==> src/rtl/jt51_sdm_pkg.sv <==
// Shared constants and helpers for the JT51 pulse-density decoders.
// Width derivation, output scaling and signed saturation live here so sibling blocks agree.
package jt51_sdm_pkg;

  function automatic int cic_w(input int log2r);
    return 3 * log2r + 1;
  endfunction

  function automatic int cic_shift(input int log2r, input int width);
    return 3 * log2r - width;
  endfunction

  // Mid-scale of the sinc3 output range 0..2^(3*log2r)
  function automatic logic [63:0] cic_offset(input int log2r);
    return 64'd1 << (3 * log2r - 1);
  endfunction

  function automatic logic signed [63:0] sat_s(input logic signed [63:0] v, input int width);
    logic signed [63:0] hi;
    logic signed [63:0] lo;
    hi = (64'sd1 <<< (width - 1)) - 64'sd1;
    lo = -(64'sd1 <<< (width - 1));
    if (v > hi) return hi;
    else if (v < lo) return lo;
    else return v;
  endfunction

endpackage

==> src/rtl/jt51_cic_comb.sv <==
// One sinc differentiator stage: o_dat <= i_dat - previous i_dat, updated only when i_en.
// One cycle from i_en to o_dat; no flow control, the enable is the strobe.
module jt51_cic_comb #(
  parameter int W = 19
) (
  input  logic         clk,
  input  logic         rst_n,
  input  logic         i_en,
  input  logic [W-1:0] i_dat,
  output logic [W-1:0] o_dat
);

  logic [W-1:0] r_d;
  logic [W-1:0] r_c;

  always_ff @(posedge clk) begin
    if (!rst_n) begin
      r_d <= '0;
      r_c <= '0;
    end else if (i_en) begin
      r_c <= i_dat - r_d;
      r_d <= i_dat;
    end
  end

  assign o_dat = r_c;

endmodule

==> src/rtl/jt51_sdm_decim.sv <==
// sinc3 decimator turning a 1-bit pulse-density stream into signed PCM at cen/R.
// dout/dout_valid land 4 clk after the decimation strobe; the sink cannot stall it.
module jt51_sdm_decim
  import jt51_sdm_pkg::*;
#(
  parameter int width = 16,
  parameter int log2r = 6
) (
  input  logic                    clk,
  input  logic                    rst_n,
  input  logic                    cen,
  input  logic                    din,
  output logic signed [width-1:0] dout,
  output logic                    dout_valid
);

  localparam int         W   = cic_w(log2r);
  localparam int         SH  = cic_shift(log2r, width);
  localparam logic [W-1:0] OFS = W'(cic_offset(log2r));

  logic [W-1:0]           r_i1, r_i2, r_i3, r_x;
  logic [log2r-1:0]       r_ph;
  logic [3:0]             r_stg;
  logic [1:0]             r_warm;
  logic signed [width-1:0] r_dout;
  logic                   r_valid;

  logic                   w_s0;
  logic [W-1:0]           w_c1, w_c2, w_c3, w_diff;
  logic signed [W-1:0]    w_sh;
  logic signed [width-1:0] w_dout;

  assign w_s0 = cen && (r_ph == '1);

  // Integrators wrap modulo 2^W on purpose; the combs undo the wrap exactly.
  always_ff @(posedge clk) begin
    if (!rst_n) begin
      r_i1  <= '0;
      r_i2  <= '0;
      r_i3  <= '0;
      r_x   <= '0;
      r_ph  <= '0;
      r_stg <= '0;
    end else begin
      if (cen) begin
        r_i1 <= r_i1 + W'(din);
        r_i2 <= r_i2 + r_i1;
        r_i3 <= r_i3 + r_i2;
        r_ph <= r_ph + log2r'(1);
      end
      if (w_s0) r_x <= r_i3 + r_i2;
      r_stg <= {r_stg[2:0], w_s0};
    end
  end

  jt51_cic_comb #(.W(W)) u_comb1 (.clk(clk), .rst_n(rst_n), .i_en(r_stg[0]), .i_dat(r_x),  .o_dat(w_c1));
  jt51_cic_comb #(.W(W)) u_comb2 (.clk(clk), .rst_n(rst_n), .i_en(r_stg[1]), .i_dat(w_c1), .o_dat(w_c2));
  jt51_cic_comb #(.W(W)) u_comb3 (.clk(clk), .rst_n(rst_n), .i_en(r_stg[2]), .i_dat(w_c2), .o_dat(w_c3));

  // Re-centre around zero, then +full scale (c3 = 2^(3*log2r)) clips to the max code.
  assign w_diff = w_c3 - OFS;
  assign w_sh   = $signed(w_diff) >>> SH;
  assign w_dout = width'(sat_s(64'(w_sh), width));

  always_ff @(posedge clk) begin
    if (!rst_n) begin
      r_dout  <= '0;
      r_valid <= 1'b0;
      r_warm  <= '0;
    end else begin
      r_valid <= 1'b0;
      if (r_stg[3]) begin
        r_dout <= w_dout;
        if (r_warm == 2'd3) r_valid <= 1'b1;
        else r_warm <= r_warm + 2'd1;
      end
    end
  end

  assign dout       = r_dout;
  assign dout_valid = r_valid;

endmodule

==> config.mk <==
export PLATFORM = sky130hd
export DESIGN_NAME = jt51_sdm_decim
export DESIGN_NICKNAME = d
export VERILOG_FILES = /design/src/rtl/jt51_sdm_pkg.sv /design/src/rtl/jt51_cic_comb.sv /design/src/rtl/jt51_sdm_decim.sv
export SDC_FILE = /design/constraint.sdc
export NUM_CORES = 1
export LEC_CHECK = 0
export CORE_ASPECT_RATIO = 1.1
export CORE_MARGIN = 2
export CORE_UTILIZATION = 49
export DETAILED_ROUTE_END_ITERATION = 10
export GPL_ROUTABILITY_DRIVEN = 0
export PLACE_DENSITY = 0.65
export SLEW_MARGIN = 15
export SYNTH_ARGS = -nofsm -noshare
export SYNTH_HDL_FRONTEND = slang
export SYNTH_SLANG_ARGS = --single-unit
==> constraint.sdc <==
create_clock -name clk -period 4.03 [get_ports clk]
set_input_delay 0.403 -clock clk [delete_from_list [all_inputs] [get_ports clk]]
set_output_delay 0.403 -clock clk [all_outputs]
set_load 0.01 [all_outputs]
### Yosys cells after proc, flatten, opt, wreduce, memory -nomap -nowiden

Index checks and enable logic that the tools add are counted.

* register bits: 219
* logic and storage cells: 35
* output and inout bits: 17
* bits of input ports: 4

* add/subtract/negate cells: 9
* equality and inequality tests: 2
* $lt $le $gt $ge: 2
* reductions and logical operators: 3
* muxes and demuxes: 3
* bitwise gates (word level): 1

Operator list (number)
* $sub 19x19->19: 3
* $add 19x19->19: 2
* $mux 16: 2
* $add 19x1->19: 1
* $sub 19x18->19 const B: 1
* $gt 17x16->1 const B: 1
* $lt 17x16->1 const B: 1
* $add 6x1->6 const B: 1
* $eq 6x6->1 const B: 1
* $reduce_and 2->1: 2
* $add 2x1->2 const B: 1
* $eq 2x2->1 const B: 1
* $logic_and 1x1->1: 1
* $mux 1: 1
* $not 1->1: 1

### Depth between registers and ports, before layout

Gate-level depths: netlist of run 1.

* depth in word-level cells: 4
* depth in mapped cells: 12
* depth with buffers taken out: 12

### By module

From an unflattened synthesis of run 1, not the netlist that was laid out.

* cell total of the unflattened synthesis: 1516
* area total of the unflattened synthesis: 13066.3 um^2

Modules (own cells, without submodules)
* jt51_sdm_decim: instances 1, seq. area each 2102.0 um^2, area each 6053.3 um^2, cells an instance 698
* jt51_cic_comb (u_comb1 ...): instances 2, seq. area each 760.7 um^2, area each 2327.2 um^2, cells an instance 272
* jt51_cic_comb (u_comb2): instances 1, seq. area each 760.7 um^2, area each 2358.5 um^2, cells an instance 274

### Worst setup path after synthesis of run 1

Ideal clock, no wire load.

* path type: reg-to-reg
* start point: register r_i2[0]
* end point: register r_i3[18]
* data arrival time: 2.668 ns
* path buffers: 0
* cell stages (with the launch flop): 12
* setup time: 0.128 ns
* clock period less this slack: 2.796 ns
* required time: 3.902 ns
* slack: 1.234 ns
* cell sequence: dfxtp_1 -> ha_1 -> inv_1 -> fa_1 -> nand2b_1 -> a21oi_1 -> o221a_2 -> a31oi_1 -> or4b_2 -> a31oi_1 -> xnor2_1 -> nor2_1

* word-level cells in the longest chain between the ends: 1

RTL lines
* start: declaration: RTL line jt51_sdm_decim.sv:21 `logic [W-1:0] r_i1, r_i2, r_i3, r_x;`
* start signal: assignment: RTL line jt51_sdm_decim.sv:47 `r_i2 <= r_i2 + r_i1;`
* $add 19x19->19: RTL line jt51_sdm_decim.sv:48 `r_i3 <= r_i3 + r_i2;`
* end signal: assignment: RTL line jt51_sdm_decim.sv:48
* end: declaration: RTL line jt51_sdm_decim.sv:21

No other way between the ends.
A chain may end at the register's enable or synchronous reset.

### Final worst setup path of run 1

Same ends and word-level chain as after synthesis.

==> results of run 1 <==
per-stage QoR:
| step | util, % | total power, W |
|---|---|---|
| detailed placement | 51.6 | 0.00233 |
| floorplan | - | 0.00230 |
| global placement | 51.6 | 0.00233 |
| CTS | 54.9 | 0.00461 |
| global route | 54.9 | 0.00470 |
| finish | 54.9 | 0.00454 |
synth_stat cells, types with 14 or more instances:
master | number | area [sq um]
and3_1 | 14 | 87.6
nand2b_1 | 26 | 163
inv_1 | 84 | 315
a21o_1 | 25 | 188
nand3_1 | 30 | 150
nand4_1 | 26 | 163
a31oi_1 | 14 | 87.6
clkbuf_1 | 57 | 214
xor2_1 | 41 | 359
nor2_1 | 188 | 706
nand2_1 | 87 | 327
a21oi_1 | 99 | 495
nor3_1 | 22 | 110
dfxtp_1 | 217 | 4340
xnor2_1 | 44 | 385
a211oi_1 | 23 | 173
mux2i_1 | 102 | 1020
nor2b_1 | 21 | 131
o21ai_0 | 77 | 385
ha_1 | 96 | 1200
or3_1 | 15 | 93.8
path summary, 6_finish.rpt:
| check | startpoint | end | slack [ns] |
|---|---|---|---|
| worst max register to register | r_i2[0] | r_i3[18] | 0.86 |
| worst min-delay path | rst_n | u_comb1.r_d[17] | 0.45 |
| worst min register to register | dout[15] | dout[15] | 0.47 |
| worst max-delay path | r_i2[0] | r_i3[18] | 0.86 |
worst max-delay path: cells and delay by family (launching register included):
kind | cells | cell delay (ns)
AO/OA/AOI/OAI | 4 | 0.96
XOR/XNOR | 1 | 0.15
flip-flops | 1 | 0.36
adder cells (fa/ha/maj) | 2 | 0.58
buffers and inverters | 1 | 0.06
AND/OR/NAND/NOR | 3 | 0.93
final cells by class:
type	instances	area, sq um	share of cell area (%)
clock buffer	35	693	5.17
clock inverter	9	124	0.924
inverter	86	328	2.45
multi-input combinational	1066	7260	54.1
sequential	217	4350	32.4
tap	310	388	2.89
timing repair buffer	30	265	1.98
cells by family (layout without fill, tap and decap cells):
family | count (synthesis) | in the layout | share of synthesized area [%]
AOI/OAI and AO/OA | 313 | 313 | 16.4
and+or+nand+nor | 465 | 465 | 18.2
buffers and inverters | 146 | 160 | 4.51
muxes | 103 | 103 | 8.50
DFF | 217 | 217 | 35.8
adders and majority gates | 100 | 100 | 10.6
xor gates and xnor gates | 85 | 85 | 6.13
report_power, final:
group | switching [W] | leakage, nW | internal (W)
Clock | 0.000870 | 0.404 | 0.00139
Sequential | 0.00000897 | 1.75 | 0.00216
Combinational | 0.0000823 | 3.20 | 0.0000351
registers in the layout (all words and copies together), names as in the netlist, 2 cells and up:
register	count
u_comb3.o_dat	17
r_i2	19
r_x	19
dout	16
u_comb2.r_d	19
u_comb3.r_d	19
u_comb1.o_dat	19
r_i3	19
r_i1	19
r_warm	2
u_comb1.r_d	19
r_stg	4
r_ph	6
u_comb2.o_dat	19
routing by layer:
| metal | vias up | GRT usage, % |
|---|---|---|
| li1 | 5011 | - |
| met4 | 0 | 6.14 |
| met1 | 4448 | 21.8 |
| met2 | 117 | 36.5 |
| met5 | - | 0 |
| met3 | 40 | 2.46 |
==> key figures, run 1 <==
Status
  • Status: finished clean

Synth
  • Syn_area_per_cell: 8.50 sq um
  • Synth cell types: 62
  • Syn Inst Count: 1429
  • Synthesized area: 12100 sq um
  • Register area share after synthesis: 35.8%
  • Synth Flop Type: dfxtp_1
  • EDFF count, synth: 0
  • Flops & latches, synth: 217
  • Syn_nets: 1533
  • Fraction of registers with async set/reset: 0%
  • Ys Warns: 0

Floorplan
  • FP Rows: 60
  • Core Area: 24400 sq um
  • Chip Width: 154 microns
  • IO Pins: 21
  • Die Ht: 169 microns
  • DIE AREA: 26100 sq um
  • Initial core utilization: 49.8%

Route
  • WL met2: 12.5 mm
  • Drt initial violations: 347
  • Highest Signal Layer: met4
  • Routed via count: 9616
  • DR WL met3: 670 microns
  • Drc violations: 0
  • WL/cell: 14.1 microns
  • Antenna viol nets, final: 0
  • DRT met1 WL: 11.0 mm
  • Final WL: 24.8 mm
  • DRT Pass-1 Iters: 5
  • Post-DR vias/cell: 5.49

Placed design
  • PortBufs: 20
  • DP Worst Slack: 0.869 ns
  • Placed Instances: 1709
  • Post-DP Area: 12600 sq um
  • Detailed placement HPWL: 17.4 mm

Finish
  • Most frequent cells in the layout: 214 x dfxtp_1, 188 x nor2_1, 102 x mux2i_1
  • Commonest non-fill, non-tap cell in the layout: dfxtp_1
  • Cell Count, Final, Fillers Out: 1753
  • Finished Cell Area: 13400 sq um
  • Layout cells sized above 1: 4.64%
  • # diodes: 0
  • Filler cells: 2238
  • Nets@finish: 1530
  • Layout area overhead: 10.4%

Clock tree
  • Post-cts resize count: 0
  • Clk slew on worst S/H paths: 0.06 ns
  • CTS hold repair buffers: 0
  • CTS H-tree lvls: 1
  • Num CTS Buffers: 25
  • Clock Tree Root: clkbuf_16
  • Post-CTS setup buffer count: 0
  • Clock Latency Late Sink: 0.51 ns
  • Clock Sink Count: 217
  • Clock Tree Buf Depth: 3
  • CTS tree: built

Global routing
  • First-pass GRT wire length: 42.8 mm
  • Largest net degree at the start of global routing: 99
  • Total gr overflow: 0
  • Number of global-route vias before repair: 9364
  • Antenna violations before repair: 0
  • Total global-route track usage: 19.1%

Run
  • Max_cap viols: 0

Setup path
  • Crit path max fanout: 4
  • Most used cell, CP: a31oi_1
  • Slowest Stage Delay on Critical Path: 0.69 ns
  • Crit. End Element: register
  • Worst EP arrival: 3.54 ns
  • FF-to-FF path depth: 11
  • CP startpoint kind: register
  • Slowest cell on crit path: or4b_2
  • Crit Path Category: reg2reg
  • CP required: 4.41 ns
  • Worst-path cell chain: ha_1, inv_1, fa_1, nand2b_1, a21oi_1, o221a_2, a31oi_1, or4b_2, a31oi_1, xnor2_1, nor2_1

STA
  • Worst slew pin tran: 0.758 ns
  • Clock Skew: 0.0115 ns
  • Setup violators final: 0
  • Final worst path period share: 78.7%
  • Final Critical Period: 3.17 ns
  • RSZ-0062 raised after global routing: false
  • Hold_ws: 0.446 ns
  • Final hold vios: 0
  • Fin Setup TNS: 0 ns
  • Pins over their slew limit: 0
  • Fmax: 0.315 GHz
  • Setup WS post-layout: 0.860 ns
  • Relative max-transition margin: 49.5%

Pwr
  • Lkg Pwr: 5.36 nW
  • VDD IR-drop max: 302 uV
  • PD cells: 339 nW/um^2

Hold path
  • Hold Crit Class: in2reg
  • Hold Path Depth: 3
Power figures use the tool's default switching activity.
==> run 2, diff against run 1 <==
--- a/config.mk
+++ b/config.mk
@@ -10,7 +10,7 @@
 export CORE_UTILIZATION = 49
 export DETAILED_ROUTE_END_ITERATION = 10
 export GPL_ROUTABILITY_DRIVEN = 0
-export PLACE_DENSITY = 0.65
+export PLACE_DENSITY = 0.68
 export SLEW_MARGIN = 15
 export SYNTH_ARGS = -nofsm -noshare
 export SYNTH_HDL_FRONTEND = slang
==> constraint.sdc (replaced) <==
create_clock -name clk -period 2.7 [get_ports clk]
set_input_delay 0.27 -clock clk [delete_from_list [all_inputs] [get_ports clk]]
set_output_delay 0.27 -clock clk [all_outputs]
set_load 0.01 [all_outputs]
==> run 2 against run 1 <==
Sequential share of layout area is 1.2 points lower. Via count is 2.1% higher. Clock power increased by 53%. Sequential cell count unchanged. Count of clock-buffer cells in the layout down 2. Cell area grew 3.7%. Setup slack worse by 0.80 ns. Non-clock buffer count grew 39. Clock skew decreased by 0.0033 ns. Critical path type unchanged.
==> key figures, run 2 (synthesized netlist as in run 1, its figures left out) <==
Status
  • Status: finished clean

Global routing
  • Total gr overflow: 0
  • Antenna violations before repair: 0
  • Largest net degree at the start of global routing: 74
  • First-pass GRT wire length: 43.0 mm
  • Number of global-route vias before repair: 9456
  • Total global-route track usage: 19.2%

Setup path
  • CP required: 3.10 ns
  • Worst EP arrival: 3.04 ns
  • Slowest Stage Delay on Critical Path: 0.55 ns
  • CP startpoint kind: register
  • Crit Path Category: reg2reg
  • Most used cell, CP: a31oi_2
  • Crit path max fanout: 2
  • Slowest cell on crit path: or4b_4
  • Crit. End Element: register
  • Worst-path cell chain: ha_1, inv_1, fa_2, nand2b_4, a21oi_4, o221a_4, a31oi_2, or4b_4, a31oi_2, xnor2_1, nor2_1

Finish
  • Filler cells: 2154
  • Most frequent cells in the layout: 213 x dfxtp_1, 187 x nor2_1, 101 x mux2i_1
  • Nets@finish: 1568
  • Commonest non-fill, non-tap cell in the layout: dfxtp_1
  • Area occupied by multi-input gates: 7430 sq um
  • # diodes: 0
  • Reg area: 4350 sq um
  • Layout cells sized above 1: 9.39%
  • Final core area utilization: 57.0%
  • Layout area overhead: 14.5%

Floorplan
  • Chip Width: 154 microns
  • Core Area: 24400 sq um
  • IO Pins: 21
  • Die Ht: 169 microns
  • FP Rows: 60
  • DIE AREA: 26100 sq um
  • Initial core utilization: 49.8%

STA
  • Clock Skew: 0.00820 ns
  • Pins over their slew limit: 0
  • Final hold vios: 0
  • Final worst path period share: 97.9%
  • Fmax: 0.378 GHz
  • Fin Setup TNS: 0 ns
  • Final Critical Period: 2.64 ns
  • Worst slew pin tran: 0.613 ns
  • Relative max-transition margin: 59.1%
  • RSZ-0062 raised after global routing: true
  • Setup violators final: 0

Route
  • WL/cell: 14.2 microns
  • Routed via count: 9815
  • Drt initial violations: 429
  • DRT Pass-1 Iters: 4
  • Post-DR vias/cell: 5.48
  • Antenna viol nets, final: 0
  • Final WL: 25.4 mm
  • Drc violations: 0

Placed design
  • PortBufs: 20
  • Detailed placement HPWL: 17.9 mm

Clock tree
  • Clock Sink Count: 217
  • Clock Latency Late Sink: 0.53 ns
  • Clk slew on worst S/H paths: 0.06 ns
  • Clock Tree Buf Depth: 3
  • Num CTS Buffers: 24
  • CTS tree: built
  • CTS H-tree lvls: 1
  • Clock Tree Root: clkbuf_16

Run
  • Max_cap viols: 0

Pwr
  • Lkg Pwr: 5.61 nW
  • Design Power: 0.00688 W
  • VDD IR-drop max: 552 uV
  • PD cells: 495 nW/um^2

Hold path
  • Hold Crit Class: in2reg
## run 2: final timing paths
| check | from | end | slack [ns] | cells past startpoint |
|---|---|---|---|---|
| setup / recovery | r_i2[0] | r_i3[18] | 0.06 | 11 |
| hold / removal | cen | r_ph[4] | 0.24 | 4 |
| setup reg to reg | r_i2[0] | r_i3[18] | 0.06 | 11 |
| hold reg to reg | r_x[0] | r_x[0] | 0.47 | 2 |
## run 2: power breakdown
part	total, W	switching, W	internal (W)
Sequential	0.00323	0.0000120	0.00322
Clock	0.00345	0.00132	0.00213
Combinational	0.000195	0.000131	0.0000641
Total	0.00688	0.00147	0.00541
## run 2: critical path, delay by kind of cell, from the launching register on
family                     cells  cell delay (ns)
AOI/OAI and AO/OA              4             0.73
xor gates and xnor gates       1             0.14
adders and majority gates      2             0.50
and+or+nand+nor                3             0.76
buffers and inverters          1             0.05
DFF                            1             0.34
## run 2: layout make-up
class / instances / share of cell area (%)
Multi-Input combinational cell: 1066 / 53.5
Timing Repair Buffer: 69 / 4.01
Clock inverter: 9 / 0.945
Tap cell: 310 / 2.79
Sequential cell: 217 / 31.3
Clock buffer: 33 / 5.14
Inverter: 86 / 2.36
## run 2: timing repair
action,in CTS,in global routing
endpoints found under the setup margin,6,28
hold buffers,0,0
cloned,0,0
gates resized for setup,7,33
pin swaps,6,15
setup buffers,2,5
## run 2: layer usage
metal | routed length [microns] | vias up | GRT usage, %
met5 | 0 | - | 0
met3 | 624 | 52 | 2.51
li1 | - | 5082 | -
met2 | 13200 | 137 | 36.6
met4 | 678 | 0 | 6.58
met1 | 10900 | 4544 | 22.0
## run 2: per-stage QoR
stage                     area, sq um  cells  worst slack, ns  hold slack (ns)
after floorplan                 12200   1429           0.0146            0.449
after global routing            13900   1790          -0.0520            0.261
after global placement          12800   1741          -0.0690            0.462
after detailed placement        12800   1741          -0.0837            0.469
after CTS                       13700   1785          0.00646            0.226
final                           13900   1790           0.0573            0.243
